`src/rtl/i2c_cmd_sequencer_pkg.sv`:
```
// Shared types and constants for the I2C command sequencer: FSM encoding,
// controller i_ctrl bit positions and the queued command layout.
package i2c_cmd_sequencer_pkg;

   typedef enum logic [2:0] {
      ST_IDLE       = 3'd0,
      ST_LOAD       = 3'd1,
      ST_WAIT_START = 3'd2,
      ST_WAIT_RDY   = 3'd3,
      ST_WAIT_DONE  = 3'd4
   } state_t;

   localparam int CTRL_EN       = 0;
   localparam int CTRL_RW       = 1;
   localparam int CTRL_MODE_LSB = 2;
   localparam int CTRL_MODE_MSB = 3;

   localparam logic [1:0] OP_MODE_CPU_1B = 2'b00;

   typedef struct packed {
      logic       rw;
      logic [7:0] reg_addr;
      logic [7:0] wdata;
   } cmd_t;

   localparam int CMD_W = $bits(cmd_t);

endpackage

```
`src/rtl/i2c_cmd_fifo.sv`:
```
// Synchronous show-ahead FIFO holding queued commands; head entry is always
// visible on o_data while the FIFO is non-empty.
module i2c_cmd_fifo #(
   parameter int DEPTH = 8,
   parameter int WIDTH = 17
) (
   input  logic                     i_clk,
   input  logic                     i_rst,
   input  logic                     i_push,
   input  logic [WIDTH-1:0]         i_data,
   input  logic                     i_pop,
   output logic [WIDTH-1:0]         o_data,
   output logic                     o_full,
   output logic                     o_empty,
   output logic [$clog2(DEPTH):0]   o_level
);

   localparam int AW = $clog2(DEPTH);

   logic [WIDTH-1:0] mem_q [DEPTH];
   logic [AW-1:0]    wr_ptr_q, rd_ptr_q;
   logic [AW:0]      level_q;
   logic             push_ok, pop_ok;

   assign o_full  = (level_q == (AW+1)'(DEPTH));
   assign o_empty = (level_q == '0);
   assign push_ok = i_push && !o_full;
   assign pop_ok  = i_pop && !o_empty;

   // NOTE: storage has no reset; only pointers and level define what is valid.
   always_ff @(posedge i_clk) begin
      if (push_ok) begin
         mem_q[wr_ptr_q] <= i_data;
      end
   end

   // NOTE: sequential state uses <= so every flop samples pre-edge values.
   always_ff @(posedge i_clk) begin
      if (i_rst) begin
         wr_ptr_q <= '0;
         rd_ptr_q <= '0;
         level_q  <= '0;
      end else begin
         if (push_ok) wr_ptr_q <= wr_ptr_q + 1'b1;
         if (pop_ok)  rd_ptr_q <= rd_ptr_q + 1'b1;
         case ({push_ok, pop_ok})
            2'b10:   level_q <= level_q + 1'b1;
            2'b01:   level_q <= level_q - 1'b1;
            default: level_q <= level_q;
         endcase
      end
   end

   assign o_data  = mem_q[rd_ptr_q];
   assign o_level = level_q;

endmodule

```
`src/rtl/i2c_cmd_sequencer.sv`:
```
// Queues single-register I2C read/write commands and issues them one at a
// time to i2c_controller, tracking completion from its synchronised ready bit.
module i2c_cmd_sequencer
   import i2c_cmd_sequencer_pkg::*;
#(
   parameter int         DEPTH    = 8,
   parameter logic [6:0] DEV_ADDR = 7'h68,
   parameter int         TIMEOUT  = 65535
) (
   input  logic                   i_clk,
   input  logic                   i_rst,
   input  logic                   i_cmd_valid,
   output logic                   o_cmd_ready,
   input  logic                   i_cmd_rw,
   input  logic [7:0]             i_cmd_reg,
   input  logic [7:0]             i_cmd_wdata,
   output logic [6:0]             o_dev_addr,
   output logic [7:0]             o_reg_addr,
   output logic [7:0]             o_w_data,
   output logic [31:0]            o_ctrl,
   input  logic [31:0]            i_status,
   input  logic [7:0]             i_rd_data,
   output logic                   o_rd_valid,
   output logic [7:0]             o_rd_data,
   output logic [7:0]             o_rd_reg,
   output logic                   o_busy,
   output logic                   o_err_timeout,
   input  logic                   i_clr_err,
   output logic [$clog2(DEPTH):0] o_level
);

   localparam logic [15:0] TMO_LAST = 16'(TIMEOUT - 1);

   state_t      state_q, state_d;
   cmd_t        cmd_q, cmd_d, fifo_head;
   logic [7:0]  reg_addr_q, reg_addr_d, w_data_q, w_data_d;
   logic [7:0]  rd_data_q, rd_data_d, rd_reg_q, rd_reg_d;
   logic        ctrl_en_q, ctrl_en_d, ctrl_rw_q, ctrl_rw_d;
   logic [1:0]  starts_q, starts_d, need;
   logic [15:0] timer_q, timer_d;
   logic        rd_valid_q, rd_valid_d, err_q, err_d, err_set;
   logic        rdy_meta_q, rdy_s_q, rdy_prev_q, rdy_fall, tmo_hit;
   logic        fifo_pop, fifo_full, fifo_empty;
   logic        unused_status;

   assign unused_status = ^i_status[31:1];

   i2c_cmd_fifo #(
      .DEPTH (DEPTH),
      .WIDTH (CMD_W)
   ) u_fifo (
      .i_clk   (i_clk),
      .i_rst   (i_rst),
      .i_push  (i_cmd_valid),
      .i_data  ({i_cmd_rw, i_cmd_reg, i_cmd_wdata}),
      .i_pop   (fifo_pop),
      .o_data  (fifo_head),
      .o_full  (fifo_full),
      .o_empty (fifo_empty),
      .o_level (o_level)
   );

   assign rdy_fall = rdy_prev_q && !rdy_s_q;
   assign tmo_hit  = (timer_q == TMO_LAST);
   assign need     = cmd_q.rw ? 2'd2 : 2'd1;

   // NOTE: every always_comb output gets a default first so no latch is inferred.
   always_comb begin
      state_d    = state_q;
      cmd_d      = cmd_q;
      reg_addr_d = reg_addr_q;
      w_data_d   = w_data_q;
      ctrl_en_d  = ctrl_en_q;
      ctrl_rw_d  = ctrl_rw_q;
      starts_d   = starts_q;
      rd_data_d  = rd_data_q;
      rd_reg_d   = rd_reg_q;
      rd_valid_d = 1'b0;
      fifo_pop   = 1'b0;
      err_set    = 1'b0;

      case (state_q)
         ST_IDLE: begin
            if (!fifo_empty && rdy_s_q) begin
               fifo_pop = 1'b1;
               cmd_d    = fifo_head;
               state_d  = ST_LOAD;
            end
         end
         ST_LOAD: begin
            reg_addr_d = cmd_q.reg_addr;
            w_data_d   = cmd_q.wdata;
            ctrl_rw_d  = cmd_q.rw;
            ctrl_en_d  = 1'b1;
            starts_d   = 2'd0;
            state_d    = ST_WAIT_START;
         end
         ST_WAIT_START: begin
            if (rdy_fall) begin
               starts_d = starts_q + 2'd1;
               // Dropping enable at the final start keeps the controller from re-triggering.
               if (starts_q + 2'd1 == need) begin
                  ctrl_en_d = 1'b0;
                  state_d   = ST_WAIT_DONE;
               end else begin
                  state_d   = ST_WAIT_RDY;
               end
            end else if (tmo_hit) begin
               ctrl_en_d = 1'b0;
               err_set   = 1'b1;
               state_d   = ST_IDLE;
            end
         end
         ST_WAIT_RDY: begin
            if (rdy_s_q) begin
               state_d = ST_WAIT_START;
            end else if (tmo_hit) begin
               ctrl_en_d = 1'b0;
               err_set   = 1'b1;
               state_d   = ST_IDLE;
            end
         end
         ST_WAIT_DONE: begin
            if (rdy_s_q) begin
               if (cmd_q.rw) begin
                  rd_data_d  = i_rd_data;
                  rd_reg_d   = cmd_q.reg_addr;
                  rd_valid_d = 1'b1;
               end
               state_d = ST_IDLE;
            end else if (tmo_hit) begin
               ctrl_en_d = 1'b0;
               err_set   = 1'b1;
               state_d   = ST_IDLE;
            end
         end
         default: begin
            ctrl_en_d = 1'b0;
            state_d   = ST_IDLE;
         end
      endcase

      err_d   = err_set ? 1'b1 : (i_clr_err ? 1'b0 : err_q);
      timer_d = (state_d != state_q) ? 16'd0 : timer_q + 16'd1;
   end

   always_ff @(posedge i_clk) begin
      if (i_rst) begin
         state_q    <= ST_IDLE;
         cmd_q      <= '0;
         reg_addr_q <= '0;
         w_data_q   <= '0;
         ctrl_en_q  <= 1'b0;
         ctrl_rw_q  <= 1'b0;
         starts_q   <= '0;
         timer_q    <= '0;
         rd_data_q  <= '0;
         rd_reg_q   <= '0;
         rd_valid_q <= 1'b0;
         err_q      <= 1'b0;
         rdy_meta_q <= 1'b0;
         rdy_s_q    <= 1'b0;
         rdy_prev_q <= 1'b0;
      end else begin
         state_q    <= state_d;
         cmd_q      <= cmd_d;
         reg_addr_q <= reg_addr_d;
         w_data_q   <= w_data_d;
         ctrl_en_q  <= ctrl_en_d;
         ctrl_rw_q  <= ctrl_rw_d;
         starts_q   <= starts_d;
         timer_q    <= timer_d;
         rd_data_q  <= rd_data_d;
         rd_reg_q   <= rd_reg_d;
         rd_valid_q <= rd_valid_d;
         err_q      <= err_d;
         rdy_meta_q <= i_status[0];
         rdy_s_q    <= rdy_meta_q;
         rdy_prev_q <= rdy_s_q;
      end
   end

   always_comb begin
      o_ctrl                              = '0;
      o_ctrl[CTRL_EN]                     = ctrl_en_q;
      o_ctrl[CTRL_RW]                     = ctrl_rw_q;
      o_ctrl[CTRL_MODE_MSB:CTRL_MODE_LSB] = OP_MODE_CPU_1B;
   end

   assign o_cmd_ready   = !fifo_full;
   assign o_dev_addr    = DEV_ADDR;
   assign o_reg_addr    = reg_addr_q;
   assign o_w_data      = w_data_q;
   assign o_rd_valid    = rd_valid_q;
   assign o_rd_data     = rd_data_q;
   assign o_rd_reg      = rd_reg_q;
   assign o_err_timeout = err_q;
   assign o_busy        = (state_q != ST_IDLE) || !fifo_empty;

endmodule
```
`config.mk`:
```
export PLATFORM = sky130hd
export DESIGN_NAME = i2c_cmd_sequencer
export DESIGN_NICKNAME = d
export VERILOG_FILES = /design/src/rtl/i2c_cmd_sequencer_pkg.sv /design/src/rtl/i2c_cmd_fifo.sv /design/src/rtl/i2c_cmd_sequencer.sv
export SDC_FILE = /design/constraint.sdc
export NUM_CORES = 1
export LEC_CHECK = 0
export ABC_AREA = 0
export CORE_MARGIN = 10
export CORE_UTILIZATION = 54
export DETAILED_ROUTE_END_ITERATION = 10
export GPL_TIMING_DRIVEN = 0
export PLACE_DENSITY = 0.79
export RECOVER_POWER = 25
export SLEW_MARGIN = 15
export SYNTH_ARGS = -nofsm -noshare
export SYNTH_HDL_FRONTEND = slang
export SYNTH_SLANG_ARGS = --single-unit
```
`constraint.sdc`:
```
create_clock -name i_clk -period 3.71 [get_ports i_clk]
set_input_delay 0.5565 -clock i_clk [delete_from_list [all_inputs] [get_ports i_clk]]
set_output_delay 0.5565 -clock i_clk [all_outputs]
set_load 0.01 [all_outputs]
```
======== Word level (Yosys, flattened, before mapping) ========
Memory sizes are Yosys's and may differ from the RTL's. A register that Yosys moved wholly into a read port is not among the register bits.
Cells that the tools add are included.
storage, ports and cells
  flip-flop bits (word level) ............. 70
  RAM bits ................................ 136
  input bits .............................. 61
  output and inout bits ................... 79
  word-level logic and storage cells ...... 88
  memories kept ........................... 1
memories
  name          words  width  read ports  clocked after Yosys merged registers in  wr ports  RTL line            source
  u_fifo.mem_q  8      17     1           1                                        1         i2c_cmd_fifo.sv:20  logic [WIDTH-1:0] mem_q [DEPTH];
cells by class
  add/sub/neg operators ................... 6
  eq/ne operators ......................... 13
  multiplexer cells ....................... 27
  bitwise gates (word level) .............. 3
  reduce and logical (&&, ||, !) cells .... 21
operators by type and width
  cell                                                                    number
  3-bit two-way mux                                                       6
  16-bit by 1-bit adder with 16-bit output (second input constant)        1
  16-bit equality test (second input constant)                            1
  3-bit case mux with 5 select lines                                      1
  1-bit two-way mux                                                       14
  4-bit case mux with 2 select lines                                      1
  3-bit by 1-bit adder with 3-bit output (second input constant)          2
  3-bit by 2-bit equality test with 1-bit output (second input constant)  2
  3-bit AND reduction                                                     2
  2-bit nonzero test                                                      3
  4-bit by 1-bit adder with 4-bit output (second input constant)          1
  4-bit equality test (second input constant)                             1
  1-bit logical AND                                                       4
  4-bit logical NOT                                                       1
  2-bit two-way mux                                                       2
  2-bit != test (second input constant)                                   2
  1-bit case mux with 4 select lines                                      1
  2-bit case mux with 2 select lines                                      1
  2-bit AND reduction                                                     2
  2-bit OR reduction                                                      2
  4-bit by 1-bit subtractor with 4-bit output (second input constant)     1
  3-bit by 1-bit equality test with 1-bit output (second input constant)  1
  3-bit equality test (second input constant)                             1
  1-bit logical NOT                                                       3
  12 further kinds                                                        14

======== Depth between registers and ports, before layout ========
  word-level depth ........................ 8
  gate-level depth with buffers ........... 12

======== Hierarchy ========
From an unflattened synthesis, not the netlist that was laid out.
unflattened totals
  cells, all modules ...................... 690
  area total of the unflattened synthesis .. 9273.9 µm²
by module, submodules not included
  module             times used  cells an instance  area each (µm²)  seq. area each (µm²)
  i2c_cmd_fifo       1           271                5889.4           4344.2
  i2c_cmd_sequencer  1           419                3384.5           1541.5

======== Least setup slack after synthesis ========
Ideal clock, no wire load.
  path kind ............................... register to register
  start point ............................. reg u_fifo.level_q[0] (netlist: u_fifo.o_level[0])
  end point ............................... mem u_fifo.mem_q[2][0], enable pin
  setup time .............................. 441 ps
  data arrival time ....................... 2791 ps
  required time ........................... 3269 ps
  setup slack ............................. 478 ps
  stages on the path, launching flop included .. 5
  path buffers ............................ 0
  period minus slack after synthesis ...... 3232 ps
  cell sequence ........................... dfxtp_1 -> nor3_1 -> nand2_1 -> nand2_1 -> nor4b_1
between the ends
  longest elaborated chain between the ends .. 5
RTL lines
  item                                     RTL line                 source
  start, declared                          i2c_cmd_fifo.sv:22       logic [AW:0] level_q;
  start signal, assigned                   i2c_cmd_fifo.sv:47       2'b10: level_q <= level_q + 1'b1;
  start signal, assigned                   i2c_cmd_fifo.sv:48       2'b01: level_q <= level_q - 1'b1;
  start signal, assigned                   i2c_cmd_fifo.sv:49       default: level_q <= level_q;
  4-bit equality test                      i2c_cmd_fifo.sv:25       assign o_full = (level_q == (AW+1)'(DEPTH));
  1-bit logical NOT                        -
  via o_cmd_ready                          i2c_cmd_sequencer.sv:13  output logic o_cmd_ready,
  1-bit logical AND                        i2c_cmd_fifo.sv:27       assign push_ok = i_push && !o_full;
  1-bit two-way mux                        i2c_cmd_fifo.sv:32       if (push_ok) begin
  1-bit two-way mux (implied by the code)  i2c_cmd_fifo.sv:33       mem_q[wr_ptr_q] <= i_data;
  end, declared                            i2c_cmd_fifo.sv:20
The timed path passes the listed nets, and every way through them passes these cells.

======== Worst setup path in the final report ========
  start point ............................. reg u_fifo.level_q[0] (netlist: u_fifo.o_level[0])
  end point ............................... reg u_fifo.level_q[3] (netlist: u_fifo.o_level[3])
between the ends
  longest elaborated chain between the ends .. 8
  elaborated cells between the ends (all ways) .. 15
  those cells by class .................... 2 x add/sub; 3 x eq/ne; 3 x mux; 7 x reduce/logical
RTL lines
  item                                                                                   RTL line                                     source
  4-bit logical NOT *                                                                    i2c_cmd_fifo.sv:26                           assign o_empty = (level_q == '0);
  1-bit logical NOT *                                                                    i2c_cmd_fifo.sv:28, i2c_cmd_sequencer.sv:84
  1-bit logical AND                                                                      i2c_cmd_sequencer.sv:84                      if (!fifo_empty && rdy_s_q) begin
  1-bit two-way mux                                                                      i2c_cmd_sequencer.sv:84
  1-bit two-way mux                                                                      i2c_cmd_sequencer.sv:82                      case (state_q)
  1-bit logical AND *                                                                    i2c_cmd_fifo.sv:28                           assign pop_ok = i_pop && !o_empty;
  via u_fifo.pop_ok                                                                      i2c_cmd_fifo.sv:23                           logic push_ok, pop_ok;
  2-bit by 1-bit equality test with 1-bit output or 2-bit equality test (tied branches)  i2c_cmd_fifo.sv:46                           case ({push_ok, pop_ok})
  4-bit case mux with 2 select lines or 2-bit nonzero test (tied branches)               -
The timed path passes the listed nets; every way through them passes the cells marked *.
A chain may end at the register's enable or synchronous reset.

==> out/metrics.csv <==
stage,metric,value,unit
outcome,outcome,finished clean,
sta,fmax,313,MHz
sta,layout_min_cycle_time,3.20,ns
clock_tree,clkSinkCount,223,
final_layout,top_register,u_fifo.mem_q,
grt,gr-total-overflow,0,
yosys,synth_edf_count,136,
drt,drt-total-wl,19600,um
yosys,synth_area_leaders,"edfxtp_1 (45%), dfxtp_1 (19%), mux4_2 (8.5%), nand2_1 (3.3%), buf_4 (3.2%)",
yosys,yosys.area.top_type_share,0.453,
sta,slew_headroom,0.416,
clock_tree,cts_resized,0,
yosys,avgSynthCellArea,13.6,sq um
final_layout,top_regs,"u_fifo.mem_q x136, cmd_q x17, timer_q x16",
clock_tree,numCtsBuffers,23,
sta,period_share,0.861,
floorplanning,core-area,16500,sq um
yosys,synth_xor_area_frac,0.0214,
yosys,synth_adder_area_share,0.0119,
grt,grt.met2_usage,0.304,
sta,timing.hold.ws,0.445,ns
setup_path,critPathKind,flip-flop to flip-flop,
floorplanning,ios,140,
floorplanning,num_rows,47,
sta,clock_skew,0.0224,ns
clock_tree,hold_buffers,0,
final_layout,fin_nets,878,
final_layout,area_growth,21.9,%
setup_path,cp-end-kind,flip-flop,
sta,finalSetupViolCount,0,
grt,grt_max_degree,15,
drt,drtIter0Drc,255,
place,hpwl,13900,um
floorplanning,dieArea,22300,sq um
run,drv_cap,0,
floorplanning,die_y,149,um
grt,antenna_found_initial,0,
drt,firstDrtPassIters,5,
grt,grt.busiest_layer,met2,
setup_path,required,4.13,ns
grt,track_usage,0.173,
sta,tns,0,ns
yosys,synth_top_flop_cell,edfxtp_1,
clock_tree,cts_buffer_depth,3,
place,portBuffers,70,
yosys,synthCells,662,
sta,final_max_slew_viol_count,0,
yosys,synth-seq-cells,223,
clock_tree,cts_tree,built,
yosys,synth_top_family_by_area,multiplexers,
yosys,yosys.area.top_type,edfxtp_1,
yosys,synthSimpleGateAreaFrac,0.104,
final_layout,diodes,0,
drt,drtAntennaViolNets,0,
grt,gr-usage-met3,0.0382,
floorplanning,initial_utilization,0.548,
worst_hold_path,hold_class,flip-flop to flip-flop,
yosys,synth_area,9020,sq um
yosys,async_flop_share,0,
power,p_per_area,476,nW/um^2
grt,grt_pass1_wl,30800,um
sta,timing_hold_violations_final,0,
drt,drc_errors,0,
yosys,synth_most_common_cell,edfxtp_1,
yosys,yosys-top-cells-count,"edfxtp_1 (136), dfxtp_1 (87), nand2_1 (79), a21oi_1 (47), nor2_1 (41)",
floorplanning,die_w,149,um
clock_tree,clock_latency,0.51,ns
setup_path,crit_fanout,10,
clock_tree,cts.clk_slew.worst_paths,0.06,ns
drt,routedWlPerCell,18.8,um
power,p_leak,3.77,nW
clock_tree,clockRootBuffer,clkbuf_16,
final_layout,largest_register_ffs,136,
setup_path,arrival,3.62,ns
clock_tree,post_cts_buffers,0,
sta,rsz0062_at_grt,no,
yosys,synth-compound-area-share,0.0575,
sta,tightest_slew,0.872,ns
grt,use_met1,0.208,
clock_tree,h-tree-depth,1,
yosys,synth_mux_area_frac,0.106,
drt,vias,5644,
place,place.gp.congestion,0.881,
drt,vias_per_cell,5.40,
setup_path,startpoint_type,flip-flop,
yosys,yosysWarnings,0,
power,vdd_ir_drop_max,0.282,mV
final_layout,fill_cells,1146,
power,design_power_total,5.23,mW
grt,grt_pass1_vias,5656,
yosys,ys_types,50,
yosys,seq_area_frac_synth,0.646,
final_layout,drive_gt1_frac,0.200,
[worst max-delay path, stage by stage, from the launching register on]
cell and delay [ns]:
dfxtp_1 0.37, or4_4 0.58, and4b_1 0.23, buf_2 0.20, buf_2 0.22, ha_1 0.27
ha_1 0.29, a21o_2 0.22, a21oi_1 0.20, xnor2_1 0.10, or3_1 0.31, a21oi_1 0.15
[power by group]
| part | switching [mW] | total [mW] | leakage (nW) | internal (mW) |
|---|---|---|---|---|
| Combinational | 0.199 | 0.367 | 1.47 | 0.168 |
| Clock | 0.897 | 2.14 | 0.367 | 1.24 |
| Sequential | 0.0379 | 2.73 | 1.94 | 2.69 |
[cell type report]
type	instances	area [sq um]	area share
Timing Repair Buffer	87	821	0.0746
Tap cell	220	275	0.0250
Clock inverter	10	55.1	0.00500
Clock buffer	32	659	0.0599
Sequential cell	223	5830	0.530
Multi-Input combinational cell	395	2900	0.263
Inverter	5	18.8	0.00171
Buffer	74	448	0.0407
[kinds of logic after synthesis]
family	count (synthesis)
and+or+nand+nor	193
AOI/OAI and AO/OA	82
buffers and inverters	79
xor gates and xnor gates	22
adders and majority gates	8
DFF	223
muxes	53
other	2
[worst paths after layout]
check	from	end	slack [ns]	cells past startpoint
worst min register to register	rdy_meta_q$_SDFF_PP0_	rdy_s_q$_SDFF_PP0_	0.45	1
worst min-delay path	rdy_meta_q$_SDFF_PP0_	rdy_s_q$_SDFF_PP0_	0.45	1
worst max register to register	u_fifo.o_level[0]$_SDFFE_PP0P_	u_fifo.o_level[3]$_SDFFE_PP0P_	0.51	11
worst max-delay path	u_fifo.o_level[0]$_SDFFE_PP0P_	u_fifo.o_level[3]$_SDFFE_PP0P_	0.51	11
[layer usage]
layer,up-vias,part of all wire
met3,37,0.084
met5,-,0
met1,2717,0.40
met2,233,0.50
met4,0,0.019
li1,2657,-
[placed cells by master, fill, tap and decap left out, types with 19 or more instances in the layout]
cell	synthesis	layout
edfxtp_1	136	136
dfxtp_1	87	87
nand2_1	79	79
clkdlybuf4s50_1	0	56
buf_4	39	49
a21oi_1	47	47
nor2_1	41	40
conb_1	2	37
mux4_2	34	34
clkbuf_1	20	25
clkbuf_16	0	23
a211oi_1	20	20
buf_2	13	19
mux2i_1	19	19
[through the flow]
stage	area, sq um	utilization	setup WS, ns	instances
finish	11000	0.668	0.514	1046
global route	11000	0.668	0.380	1046
floorplan	9160	-	0.478	697
global placement	10100	0.615	-1.38	987
CTS	11000	0.669	0.527	1046
detailed placement	10300	0.625	0.550	1004
Power figures use the tool's default switching activity.
